==> src/rtl/set_seq_pkg.sv <==
// Shared state encoding for the clock/alarm setting sequencer and its display logic.
// The numeric state code is what the mode output carries.
package set_seq_pkg;

    typedef enum logic [3:0] {
        StRun   = 4'd0,
        StTMin  = 4'd1,
        StTHrs  = 4'd2,
        StTDay  = 4'd3,
        StTDate = 4'd4,
        StTMon  = 4'd5,
        StAMin  = 4'd6,
        StAHrs  = 4'd7,
        StADay  = 4'd8
    } state_t;

    // Strobe bit order: {mon, date, day, hrs, min}
    localparam int unsigned NumFields = 5;

    function automatic logic is_time(state_t s);
        return (s >= StTMin) && (s <= StTMon);
    endfunction

    function automatic logic is_alarm(state_t s);
        return (s >= StAMin) && (s <= StADay);
    endfunction

    function automatic state_t next_state(state_t s);
        return (s == StADay) ? StRun : state_t'(s + 4'd1);
    endfunction

    function automatic logic [NumFields-1:0] field_strobe(state_t s);
        logic [NumFields-1:0] f;
        f = '0;
        case (s)
            StTMin, StAMin: f = 5'b00001;
            StTHrs, StAHrs: f = 5'b00010;
            StTDay, StADay: f = 5'b00100;
            StTDate:        f = 5'b01000;
            StTMon:         f = 5'b10000;
            default:        f = '0;
        endcase
        return f;
    endfunction

endpackage

==> src/rtl/set_seq_btn_db.sv <==
// Two-flop synchronizer followed by a debouncer: the level follows the synchronized
// input only after it has disagreed for DB consecutive cycles.
module btn_db #(
    parameter int unsigned DB = 3
) (
    input  logic clk,
    input  logic rst,
    input  logic raw,
    output logic level
);

    localparam int unsigned CW = $clog2(DB + 1);

    logic          sync1_q, sync2_q;
    logic          level_q, level_d;
    logic [CW-1:0] cnt_q, cnt_d;

    always_comb begin
        level_d = level_q;
        cnt_d   = cnt_q;
        if (sync2_q == level_q) begin
            cnt_d = '0;
        end else if (cnt_q == CW'(DB - 1)) begin
            level_d = sync2_q;
            cnt_d   = '0;
        end else begin
            cnt_d = cnt_q + CW'(1);
        end
    end

    always_ff @(posedge clk or posedge rst) begin
        if (rst) begin
            sync1_q <= 1'b0;
            sync2_q <= 1'b0;
            level_q <= 1'b0;
            cnt_q   <= '0;
        end else begin
            sync1_q <= raw;
            sync2_q <= sync1_q;
            level_q <= level_d;
            cnt_q   <= cnt_d;
        end
    end

    assign level = level_q;

endmodule

==> src/rtl/set_seq.sv <==
// Mode/advance button sequencer for setting time and alarm fields, with
// press-and-hold auto-repeat and an idle timeout back to RUN.
module set_seq
    import set_seq_pkg::*;
#(
    parameter int unsigned DB   = 3,
    parameter int unsigned HOLD = 2,
    parameter int unsigned TO   = 30
) (
    input  logic       clk,
    input  logic       rst,
    input  logic       mode_btn,
    input  logic       adv_btn,
    output logic       timeset,
    output logic       alarmset,
    output logic       minadv,
    output logic       hrsadv,
    output logic       dayadv,
    output logic       datadv,
    output logic       monadv,
    output logic [3:0] mode
);

    localparam int unsigned HW = $clog2(HOLD + 2);
    localparam int unsigned IW = $clog2(TO + 2);

    logic mode_lvl, adv_lvl, mode_lvl_q, adv_lvl_q;
    logic mode_rise, adv_rise, setting;

    state_t                 state_q, state_d;
    logic                   armed_q, armed_d;
    logic [HW-1:0]          hold_q, hold_d;
    logic [IW-1:0]          idle_q, idle_d;
    logic [NumFields-1:0]   strobe_q, strobe_d;
    logic                   timeset_q, alarmset_q;

    btn_db #(.DB(DB)) u_mode_db (.clk(clk), .rst(rst), .raw(mode_btn), .level(mode_lvl));
    btn_db #(.DB(DB)) u_adv_db  (.clk(clk), .rst(rst), .raw(adv_btn),  .level(adv_lvl));

    assign mode_rise = mode_lvl & ~mode_lvl_q;
    assign adv_rise  = adv_lvl & ~adv_lvl_q;
    assign setting   = (state_q != StRun);

    always_comb begin
        state_d  = state_q;
        armed_d  = armed_q;
        hold_d   = hold_q;
        idle_d   = '0;
        strobe_d = '0;

        // armed marks a press that began in the current field; only it may repeat
        if (mode_rise) begin
            state_d = next_state(state_q);
            armed_d = 1'b0;
            hold_d  = '0;
        end else if (setting && adv_rise) begin
            armed_d  = 1'b1;
            hold_d   = '0;
            strobe_d = field_strobe(state_q);
        end else if (armed_q && adv_lvl) begin
            hold_d = (hold_q == HW'(HOLD)) ? hold_q : hold_q + HW'(1);
            if (hold_d == HW'(HOLD)) begin
                strobe_d = field_strobe(state_q);
            end
        end else begin
            armed_d = 1'b0;
            hold_d  = '0;
        end

        if (setting && !mode_lvl && !adv_lvl) begin
            idle_d = (idle_q == IW'(TO)) ? idle_q : idle_q + IW'(1);
            if (idle_d == IW'(TO)) begin
                state_d = StRun;
                armed_d = 1'b0;
                hold_d  = '0;
            end
        end
    end

    always_ff @(posedge clk or posedge rst) begin
        if (rst) begin
            mode_lvl_q <= 1'b0;
            adv_lvl_q  <= 1'b0;
            state_q    <= StRun;
            armed_q    <= 1'b0;
            hold_q     <= '0;
            idle_q     <= '0;
            strobe_q   <= '0;
            timeset_q  <= 1'b0;
            alarmset_q <= 1'b0;
        end else begin
            mode_lvl_q <= mode_lvl;
            adv_lvl_q  <= adv_lvl;
            state_q    <= state_d;
            armed_q    <= armed_d;
            hold_q     <= hold_d;
            idle_q     <= idle_d;
            strobe_q   <= strobe_d;
            timeset_q  <= is_time(state_d);
            alarmset_q <= is_alarm(state_d);
        end
    end

    assign mode     = state_q;
    assign timeset  = timeset_q;
    assign alarmset = alarmset_q;
    assign minadv   = strobe_q[0];
    assign hrsadv   = strobe_q[1];
    assign dayadv   = strobe_q[2];
    assign datadv   = strobe_q[3];
    assign monadv   = strobe_q[4];

endmodule

==> config.mk <==
export PLATFORM = sky130hd
export DESIGN_NAME = set_seq
export DESIGN_NICKNAME = d
export VERILOG_FILES = /design/src/rtl/set_seq_pkg.sv /design/src/rtl/set_seq_btn_db.sv /design/src/rtl/set_seq.sv
export SDC_FILE = /design/constraint.sdc
export NUM_CORES = 1
export LEC_CHECK = 0
export BUFFER_PORTS_ARGS = -buffer_cell sky130_fd_sc_hd__buf_2
export CORE_MARGIN = 4
export CORE_UTILIZATION = 40
export CTS_BUF_LIST = sky130_fd_sc_hd__clkbuf_2 sky130_fd_sc_hd__clkbuf_4 sky130_fd_sc_hd__clkbuf_8
export CTS_CLUSTER_DIAMETER = 60
export DETAILED_ROUTE_END_ITERATION = 6
export PLACE_DENSITY_LB_ADDON = 0.3
export REMOVE_ABC_BUFFERS = 1
export SYNTH_ARGS = -nofsm -noshare
export SYNTH_HDL_FRONTEND = slang
export SYNTH_SLANG_ARGS = --single-unit
==> constraint.sdc <==
create_clock -name clk -period 2.8 [get_ports clk]
set_clock_uncertainty 0.1 [all_clocks]
set_input_delay 0.28 -clock clk [delete_from_list [all_inputs] [get_ports clk]]
set_output_delay 0.28 -clock clk [all_outputs]
set_load 0.02 [all_outputs]
==> impl_results.md, run 1 <==
- Area delta synth->final: 13.7%
- Worst Max-Slew Pin Slew: between 0.5 and 0.6 ns
- Clock sinks: 31
- Synth async-reset ratio: 1.00
- Static Leak: a little under 0.8 nW
- N_diodes: 0
- Main combinational cell family by area after synthesis: simple AND/OR/NAND/NOR gates
- H-tree Lvls: 2
- Layout cells sized above 1: 0.203
- RR Endpoint: timeset
- Register Area: 776 um2
- CP arrival: about 2.3 ns
- Peak fanout along the critical path: 8
- Final Setup Violations: 0
- Yosys reg bits: 31
- Place WS: about 0.65 ns
- Final period util: 0.771
- Required time of the worst setup path: just under 3 ns
- Synth cell count leaders: dfrtp_1, nor2_1, inv_1
- Post-Synth XOR/XNOR Area: 0.0236
- Final Core Density: 0.481
- Max VDD drop: 0.504 mV
- Most frequent cell after synthesis: dfrtp_1
- Pins Over Slew Limit: 0
- Routability cong.: approximately 0.85
- R2R Path Start: mode[0]
- Reg2Reg Depth: 6
- Clk buf depth: 2
- Post-synth top flop: dfrtp_1
- Total track usage: 0.125
- Setup TNS: 0 ns
- Final ANT Viol Nets: 0
- Row count: 21
- Core footprint: around 0.0034 mm2
- Post-synthesis adder-cell area fraction: 0.0698
- PortBufs: 14
- Crit path from: mode[0]
- Syn Inst Count: ~130
- Maxcap violations: 0
- Drt wl/cell: 12.5 um
- Clk Latency, worst-skew pair: 0.33 ns
- Synth top area share: 0.541
- Hold Slack: approximately 0.25 ns
- # resized after CTS: 0
- Die Ht: 67.9 um
- Initial antenna violation count: 0
- Pin count of the biggest net entering global routing: 18
- Unique masters post-synth: 33
- F_max: approximately 0.46 GHz
- Final min period: approximately 2.2 ns
- Post-CTS setup buffers: 0
- I/O pin count: 15
- Reg-to-reg setup timing slack: between 0.6 and 0.7 ns
- DP Wirelength: 1790 um
- Cell Pwr Density: 941 mW/mm2
- Clock root cell: clkbuf_4
- Outcome: completed
- CTS tree: yes
- Number of hold buffers added after cts: 3
- Top cell type by total area after synthesis: dfrtp_1
- Unrepaired setup endpoints after global routing: no
- Setup ws final: about 0.64 ns
- Top cells by area, synth: dfrtp_1, ha_1, mux2i_1, nor2_1, nor3_1
- Crit path to: timeset
- Multi-input gate area: about 600 um2
- Pwr Total: 1.53 mW
- Post-Synth Simple-Gate Area: 0.228
- GRT Residual Overflow: 0
- Hold Vio Cnt, Final: 0
- Drt first pass iters: 4
- First-pass GRT wire length: 4160 um
- Sequential area share after synthesis: 0.541
- Post-synth EDFFs: 0
- Initial Util: 0.423
- WL final: about 2400 um
- Ys Warns: 0
- Compound-cell area share of the yosys netlist: 0.0541
- Setup Crit Path Kind: reg2reg
- Crit-path max cell delay: 0.48 ns
- Width of the die: ~68 um
- Fill count: 310
- CTS clock-pin slew for the worst setup and hold paths: about 0.09 ns
- Worst-path cell chain: inv_1 -> ha_1 -> nor3b_2 -> or3_4 -> nor4_4 -> nor4b_1
- Post-Syn Area: 0.00143 mm2
- CP Capture Type: register
- Vias: 976
- Vias per std cell: 5.03
- Avg Synthesized Cell Area: ~11 um2
- CP max-delay cell: dfrtp_1
- Iteration-0 DRC Markers: 33
- Die area: between 0.004 and 0.005 mm2
- CP Launch Type: register
- Number of remaining DRC errors: 0
- CTS Buf Count: 5
- Layout Nets: between 150 and 200
- Max-slew headroom: 0.639
- Vias in the first global route: between 900 and 1000
- Mux cell area share after synthesis: 0.0506
- Hold/Removal Path Class: reg2reg
-- cell usage in the layout (no fill, tap or decap), drive strengths merged, types with 2 or more instances in the layout --
master       instances
nor2b                3
mux2                 2
dlygate4sd3          3
nor3                 8
buf                 15
xnor2                3
ha                   8
dfrtp               31
nand3                5
nand2b               2
a21oi                5
inv                  9
nor4b                2
mux2i                5
o21ai                2
clkbuf               6
nor3b                6
nor2                13
nand2                6
a31oi                2
and3                 3
-- cells by family after synthesis --
family,count (synthesis)
adder cells (fa/ha/maj),8
XOR/XNOR,3
AO/OA/AOI/OAI,12
flip-flops,31
AND/OR/NAND/NOR,54
multiplexers,7
buffers and inverters,12
-- metal layers --
| metal | part of all wire | GRT usage | vias to the layer above |
|---|---|---|---|
| met3 | 0.042 | 0.0493 | 6 |
| met2 | 0.47 | 0.187 | 13 |
| li1 | - | - | 475 |
| met1 | 0.47 | 0.157 | 482 |
| met4 | 0.017 | 0.0596 | 0 |
| met5 | 0 | 0 | - |
-- how the worst min path moves through the flow --
stage	from	end	slack [ns]	depth (start not counted)
2_1_floorplan	adv_btn	u_adv_db.sync1_q	0.21	0
3_3_place_gp	rst	u_adv_db.sync1_q	0.24	2
3_5_place_dp	u_adv_db.sync1_q	u_adv_db.sync2_q	0.24	0
4_1_cts	u_adv_db.sync1_q	u_adv_db.sync2_q	0.25	0
5_1_grt	u_adv_db.sync1_q	u_adv_db.sync2_q	0.25	0
6_report	u_adv_db.sync1_q	u_adv_db.sync2_q	0.25	0
-- where the power goes --
group / total, mW / switching (mW) / internal, mW / leakage, nW
Combinational: 0.598 / 0.334 / 0.264 / 0.364
Clock: 0.235 / 0.136 / 0.0987 / 0.0276
Sequential: 0.701 / 0.135 / 0.566 / 0.397
Total: 1.53 / 0.605 / 0.928 / 0.789
-- state kept, by name, summed over array words and instances (netlist names) --
| name | count |
|---|---|
| adv_lvl_q | 1 |
| alarmset | 1 |
| armed_q | 1 |
| hold_q | 2 |
| idle_q | 5 |
| mode | 4 |
| mode_lvl_q | 1 |
| strobe_q | 5 |
| timeset | 1 |
| u_adv_db.cnt_q | 2 |
| u_adv_db.level | 1 |
| u_adv_db.sync1_q | 1 |
| u_adv_db.sync2_q | 1 |
| u_mode_db.cnt_q | 2 |
| u_mode_db.level | 1 |
| u_mode_db.sync1_q | 1 |
| u_mode_db.sync2_q | 1 |
-- worst max-delay path: cells and delay by family, from the launching register on --
family / cells / cell delay [ns]
buffers and inverters: 1 / 0.12
AND/OR/NAND/NOR: 4 / 1.06
adder cells (fa/ha/maj): 1 / 0.26
flip-flops: 1 / 0.48
-- area by class of cell --
class                      count  area share
timing repair buffer          18      0.0660
tap                           46      0.0353
multi-input combinational     84       0.375
inverter                       9      0.0207
clock buffer                   6      0.0276
sequential                    31       0.476
-- through the flow --
stage          instance area, um2  cells
2_1_floorplan                1420    124
3_3_place_gp                 1560    185
3_5_place_dp                 1560    185
4_1_cts                      1630    194
5_1_grt                      1630    194
6_report                     1630    194
No activity file was read; power rests on OpenSTA's default activity.
==> run 2, diff against run 1 <==
- ABC_AREA: default -> 1
- clock period: 2.8 -> 2.1 ns (I/O delays scaled with it)
==> impl_results.md, run 2 <==
- Synth async-reset ratio: 1.00 (unchanged)
- Hold Path End: u_adv_db.sync2_q (unchanged)
- Unrepaired setup endpoints after global routing: no (unchanged)
- Setup TNS: 0 ns (unchanged)
- WL final: 2290 um (was 2430 um)
- R2R Path Start: mode[0] (unchanged)
- Area delta synth->final: 16.8% (was 13.7%)
- Unique masters post-synth: 25 (was 33)
- Static Leak: 0.919 nW (was 0.789 nW)
- Final Non-Filler Cells: 233 (was 194)
- Vias per std cell: 4.52 (was 5.03)
- Reg-to-reg setup timing slack: 0.28 ns (was 0.64 ns)
- Peak fanout along the critical path: 5 (was 8)
- CP Capture Type: register (unchanged)
- N_diodes: 0 (unchanged)
- Ys Warns: 0 (unchanged)
- Pins Over Slew Limit: 0 (unchanged)
- Width of the die: 68.5 um (was 67.9 um)
- Pwr Total: 2.14 mW (was 1.53 mW)
- Clk buf depth: 2 (unchanged)
- Outcome: completed (unchanged)
- Synth top area share: 0.530 (was 0.541)
- I/O pin count: 15 (unchanged)
- Hold/Removal Path Class: reg2reg (unchanged)
- Vias: 1052 (was 976)
- Post-synth top flop: dfrtp_1 (unchanged)
- Drt first pass iters: 4 (unchanged)
- Total track usage: 0.122 (was 0.125)
- Hold Vio Cnt, Final: 0 (unchanged)
- Commonest cells after routing, fill and taps aside: inv_1, dfrtp_1, nand2_1 (was dfrtp_1, buf_2, nor2_1)
- Clock root cell: clkbuf_8 (was clkbuf_4)
- Max-slew headroom: 0.751 (was 0.639)
- Hold Slack: 0.249 ns (about the same)
- H-tree Lvls: 2 (unchanged)
- Top cell type by total area after synthesis: dfrtp_1 (unchanged)
- Cell Pwr Density: 1250 mW/mm2 (was 941 mW/mm2)
- Drt wl/cell: 9.81 um (was 12.5 um)
- Setup Crit Path Kind: reg2reg (unchanged)
- CTS Buf Count: 5 (unchanged)
- Maxcap violations: 0 (unchanged)
- Yosys reg bits: 31 (unchanged)
- Initial antenna violation count: 0 (unchanged)
- Sequential area share after synthesis: 0.530 (was 0.541)
- Hold Path Origin: u_adv_db.sync1_q (unchanged)
- Routability cong.: 0.837 (was 0.852)
- F_max: 0.550 GHz (was 0.463 GHz)
- Final Setup Violations: 0 (unchanged)
- Die area: 0.00469 mm2 (was 0.00461 mm2)
- CTS clock-pin slew for the worst setup and hold paths: 0.06 ns (was 0.09 ns)
- Place WS: 0.297 ns (was 0.647 ns)
- Final min period: 1.82 ns (was 2.16 ns)
- Post-Syn Area: 0.00146 mm2 (was 0.00143 mm2)
- DP Wirelength: 1770 um (was 1790 um)
- Iteration-0 DRC Markers: 34 (was 33)
- Pin count of the biggest net entering global routing: 32 (was 18)
- Final period util: 0.866 (was 0.771)
- Row count: 21 (unchanged)
- Max VDD drop: 0.580 mV (was 0.504 mV)
- Hold Path Depth: 0 (unchanged)
- Layout Nets: 198 (was 161)
- Post-synth EDFFs: 0 (unchanged)
- Number of remaining DRC errors: 0 (unchanged)
- GRT Residual Overflow: 0 (unchanged)
- Final Core Density: 0.497 (was 0.481)
- Die Ht: 68.5 um (was 67.9 um)
- CTS tree: yes (unchanged)
- Clock sinks: 31 (unchanged)
- Required time of the worst setup path: 2.17 ns (was 2.90 ns)
- Reg2Reg Depth: 11 (was 6)
- DP Area: 0.00159 mm2 (was 0.00156 mm2)
- Avg Synthesized Cell Area: 9.04 um2 (was 11.3 um2)
- RR Endpoint: alarmset (was timeset)
- Initial Util: 0.425 (was 0.423)
- Core footprint: 0.00344 mm2 (was 0.00339 mm2)
- CP Launch Type: register (unchanged)
- Dpl cells: 222 (was 185)
- Worst Max-Slew Pin Slew: 0.374 ns (was 0.542 ns)
- First-pass GRT wire length: 4140 um (was 4160 um)
- Synth cell count leaders: dfrtp_1, inv_1, nand2_1 (was dfrtp_1, nor2_1, inv_1)
- Final ANT Viol Nets: 0 (unchanged)
- Vias in the first global route: 995 (was 941)
- PortBufs: 14 (unchanged)
- Top cells by area, synth: dfrtp_1, inv_1, nand2_1, ha_1, nand3_1 (was dfrtp_1, ha_1, mux2i_1, nor2_1, nor3_1)
- Layout cells sized above 1: 0.209 (was 0.203)
- Clk Latency, worst-skew pair: 0.27 ns (was 0.33 ns)
- Fin area: 0.00171 mm2 (was 0.00163 mm2)
- Syn Inst Count: 162 (was 127)
- CP arrival: 1.89 ns (was 2.26 ns)
- Setup ws final: 0.281 ns (was 0.641 ns)
-- run 2: report_power, final --
group	leakage (nW)	internal, mW	switching (mW)
Sequential	0.398	0.759	0.130
Combinational	0.472	0.285	0.513
Clock	0.0491	0.257	0.195
Total	0.919	1.30	0.838
-- run 2: timing repair --
item,in CTS,in global routing
hold buffers,3,0
endpoints found under the hold margin,33,0
setup buffers,0,0
resized for setup,0,0
-- run 2: worst max path at each step --
stage	from	slack, ns	to	cells past startpoint
floorplan	mode[0]	0.35	alarmset	10
global placement	mode[0]	0.33	alarmset	11
detailed placement	mode[0]	0.30	alarmset	11
CTS	mode[0]	0.29	alarmset	11
global route	mode[0]	0.08	alarmset	11
finish	mode[0]	0.28	alarmset	11
-- run 2: logic make-up after synthesis --
| group | Yosys count | share of synthesized area |
|---|---|---|
| flip-flops | 31 | 0.530 |
| AO/OA/AOI/OAI | 19 | 0.0803 |
| AND/OR/NAND/NOR | 67 | 0.215 |
| XOR/XNOR | 2 | 0.0120 |
| buffers and inverters | 35 | 0.0940 |
| adder cells (fa/ha/maj) | 8 | 0.0684 |
-- run 2: critical path, stage by stage, from the launching register on --
cell	delay, ns
dfrtp_1	0.42
inv_1	0.13
ha_1	0.23
inv_1	0.07
o21ai_0	0.21
nand2_1	0.08
o211ai_1	0.08
o21ai_0	0.14
nand2_2	0.12
nand2_2	0.07
inv_1	0.05
nor2_1	0.04
-- run 2: area by class of cell --
class,count,area (um2)
well taps,46,57.6
fillers,320,1730
clock inverters,1,5.00
flip-flops and latches,31,776
multi-input cells,96,551
inverters,34,130
clock buffers,7,83.8
repair buffers,18,108
-- run 2: routing by layer --
| metal | part of all wire | GRT usage | vias to the layer above |
|---|---|---|---|
| li1 | - | - | 552 |
| met1 | 0.47 | 0.146 | 477 |
| met2 | 0.45 | 0.187 | 18 |
| met3 | 0.054 | 0.0438 | 5 |
| met4 | 0.023 | 0.0744 | 0 |
| met5 | 0 | 0 | - |
==> run 3, diff against run 2 <==
- ABC_AREA: 1 -> 0
- ABC_CLOCK_PERIOD_IN_PS: default -> 2100
==> impl_results.md, run 3 (synthesized netlist as in run 1, its figures left out) <==
- CP arrival: 2.14 ns (was 1.89 ns)
- Vias per std cell: 4.92 (was 4.52)
- Final period util: 0.964 (was 0.866)
- Fin area: 0.00172 mm2 (was 0.00171 mm2)
- Row count: 21 (unchanged)
- I/O pin count: 15 (unchanged)
- Core footprint: 0.00339 mm2 (was 0.00344 mm2)
- Clk Latency, worst-skew pair: 0.32 ns (was 0.27 ns)
- PortBufs: 14 (unchanged)
- Final Setup Violations: 0 (unchanged)
- Iteration-0 DRC Markers: 23 (was 34)
- Most common cell after layout, fill and taps aside: dfrtp_1
- Outcome: completed (unchanged)
- Area delta synth->final: 19.7% (was 16.8%)
- F_max: 0.494 GHz (was 0.550 GHz)
- First-pass GRT wire length: 4020 um (was 4140 um)
- Initial antenna violation count: 0 (unchanged)
- Clock root cell: clkbuf_4 (was clkbuf_8)
- Number of remaining DRC errors: 0 (unchanged)
- Total track usage: 0.121 (was 0.122)
- Pin count of the biggest net entering global routing: 32 (unchanged)
- Clk buf depth: 2 (unchanged)
- DP Wirelength: 1740 um (was 1770 um)
- Crit-path max cell delay: 0.53 ns (was 0.42 ns)
- Vias in the first global route: 926 (was 995)
- Vias: 988 (was 1052)
- CTS Buf Count: 5 (unchanged)
- Cell Pwr Density: 1330 mW/mm2 (was 1250 mW/mm2)
- CP max-delay cell: or4b_4 (was dfrtp_1)
- Width of the die: 67.9 um (was 68.5 um)
- Layout cells sized above 1: 0.258 (was 0.209)
- Final ANT Viol Nets: 0 (unchanged)
- Die Ht: 67.9 um (was 68.5 um)
- Setup TNS: 0 ns (unchanged)
- Die area: 0.00461 mm2 (was 0.00469 mm2)
- Drt first pass iters: 4 (unchanged)
- Max VDD drop: 0.640 mV (was 0.580 mV)
- CP Launch Type: register (unchanged)
- Layout Nets: 166 (was 198)
- Drt wl/cell: 11.9 um (was 9.81 um)
- CTS clock-pin slew for the worst setup and hold paths: 0.10 ns (was 0.06 ns)
- H-tree Lvls: 2 (unchanged)
- N_diodes: 0 (unchanged)
- Hold Vio Cnt, Final: 0 (unchanged)
- Setup Crit Path Kind: reg2reg (unchanged)
- Required time of the worst setup path: 2.21 ns (was 2.17 ns)
- DP Area: 0.00159 mm2 (about the same)
- Worst Max-Slew Pin Slew: 0.379 ns (was 0.374 ns)
- Hold/Removal Path Class: reg2reg (unchanged)
- Peak fanout along the critical path: 6 (was 5)
- Unrepaired setup endpoints after global routing: no (unchanged)
- Worst-path cell chain: inv_2 -> ha_2 -> a21oi_2 -> or4b_4 -> nor4_4 -> buf_4 -> nor4b_1 (was inv_1 -> ha_1 -> inv_1 -> o21ai_0 -> nand2_1 -> o211ai_1 -> o21ai_0 -> nand2_2 -> nand2_2 -> inv_1 -> nor2_1)
- Clock sinks: 31 (unchanged)
- CTS tree: yes (unchanged)
- Final Core Density: 0.506 (was 0.497)
- Pins Over Slew Limit: 0 (unchanged)
- Max-slew headroom: 0.747 (was 0.751)
- Hold Slack: 0.260 ns (was 0.249 ns)
- GRT Residual Overflow: 0 (unchanged)
- CP Capture Type: register (unchanged)
- WL final: 2400 um (was 2290 um)
- Fill count: 314 (was 320)
- Commonest cells after routing, fill and taps aside: dfrtp_1, buf_2, nor2_1 (was inv_1, dfrtp_1, nand2_1)
- Final min period: 2.02 ns (was 1.82 ns)
- Reg-to-reg setup timing slack: 0.08 ns (was 0.28 ns)
- Routability cong.: 0.949 (was 0.837)
- Initial Util: 0.423 (was 0.425)
- Static Leak: 0.835 nW (was 0.919 nW)
- Maxcap violations: 0 (unchanged)
==> run 3: changes by cell type in the layout (fill, tap and decap cells not counted), moves of 4 or more <==
cell and change:
nor2_2 -5, clkbuf_8 -4, nand3_1 -4, o21ai_0 -4
buf_4 +5, nand2_1 -23, nor2_1 +4, inv_1 -23
mux2i_1 +5, nand2_2 -4
==> run 3: worst paths after layout <==
kind                                    from                 to  cells after the start
setup / recovery                   idle_q[0]            timeset                      7
hold reg to reg            u_mode_db.sync1_q  u_mode_db.sync2_q                      0
setup reg to reg                   idle_q[0]            timeset                      7
max in group asynchronous                rst        strobe_q[1]                      4
hold / removal             u_mode_db.sync1_q  u_mode_db.sync2_q                      0
min in group asynchronous                rst    u_mode_db.level                      4
==> run 3: metal layers <==
layer / routed length (um) / up-vias / share of wire / GRT usage
met5: 0 / - / 0 / 0
met4: 57 / 0 / 0.024 / 0.0596
met3: 103 / 8 / 0.043 / 0.0493
met2: 1180 / 19 / 0.49 / 0.193
met1: 1060 / 470 / 0.44 / 0.140
li1: - / 491 / - / -
==> run 3: critical path: cells and delay by family (launching register included) <==
kind / cells / cell delay, ns
buffers and inverters: 2 / 0.29
AO/OA/AOI/OAI: 1 / 0.07
flip-flops: 1 / 0.43
adder cells (fa/ha/maj): 1 / 0.24
AND/OR/NAND/NOR: 3 / 0.79
==> run 3: report_power, final <==
part / internal [mW] / switching (mW)
sequential: 0.754 / 0.149
combinational: 0.408 / 0.489
clock: 0.281 / 0.196
total: 1.44 / 0.835
==> run 3: area by class of cell <==
class	count	area, um2	share of cell area
Clock inverter	2	35.0	0.0204
Timing Repair Buffer	23	145	0.0845
Sequential cell	31	776	0.452
Tap cell	46	57.6	0.0335
Multi-Input combinational cell	84	618	0.360
Inverter	9	33.8	0.0197
Clock buffer	6	51.3	0.0299
==> run 3: stage by stage <==
stage	instances	setup slack, ns	power (mW)
final	201	0.0763	2.28
after global placement	189	0.158	1.76
after global routing	201	0.00436	2.47
after floorplan	124	0.0136	1.54
after detailed placement	189	0.0633	1.80
after CTS	200	0.0166	2.30
==> run 3: timing repair <==
action,4_1_cts,5_1_grt
endpoints found under the hold margin,33,0
hold buffers,3,0
setup buffers,0,1
gates resized for setup,0,3
setup endpoints to repair,0,6
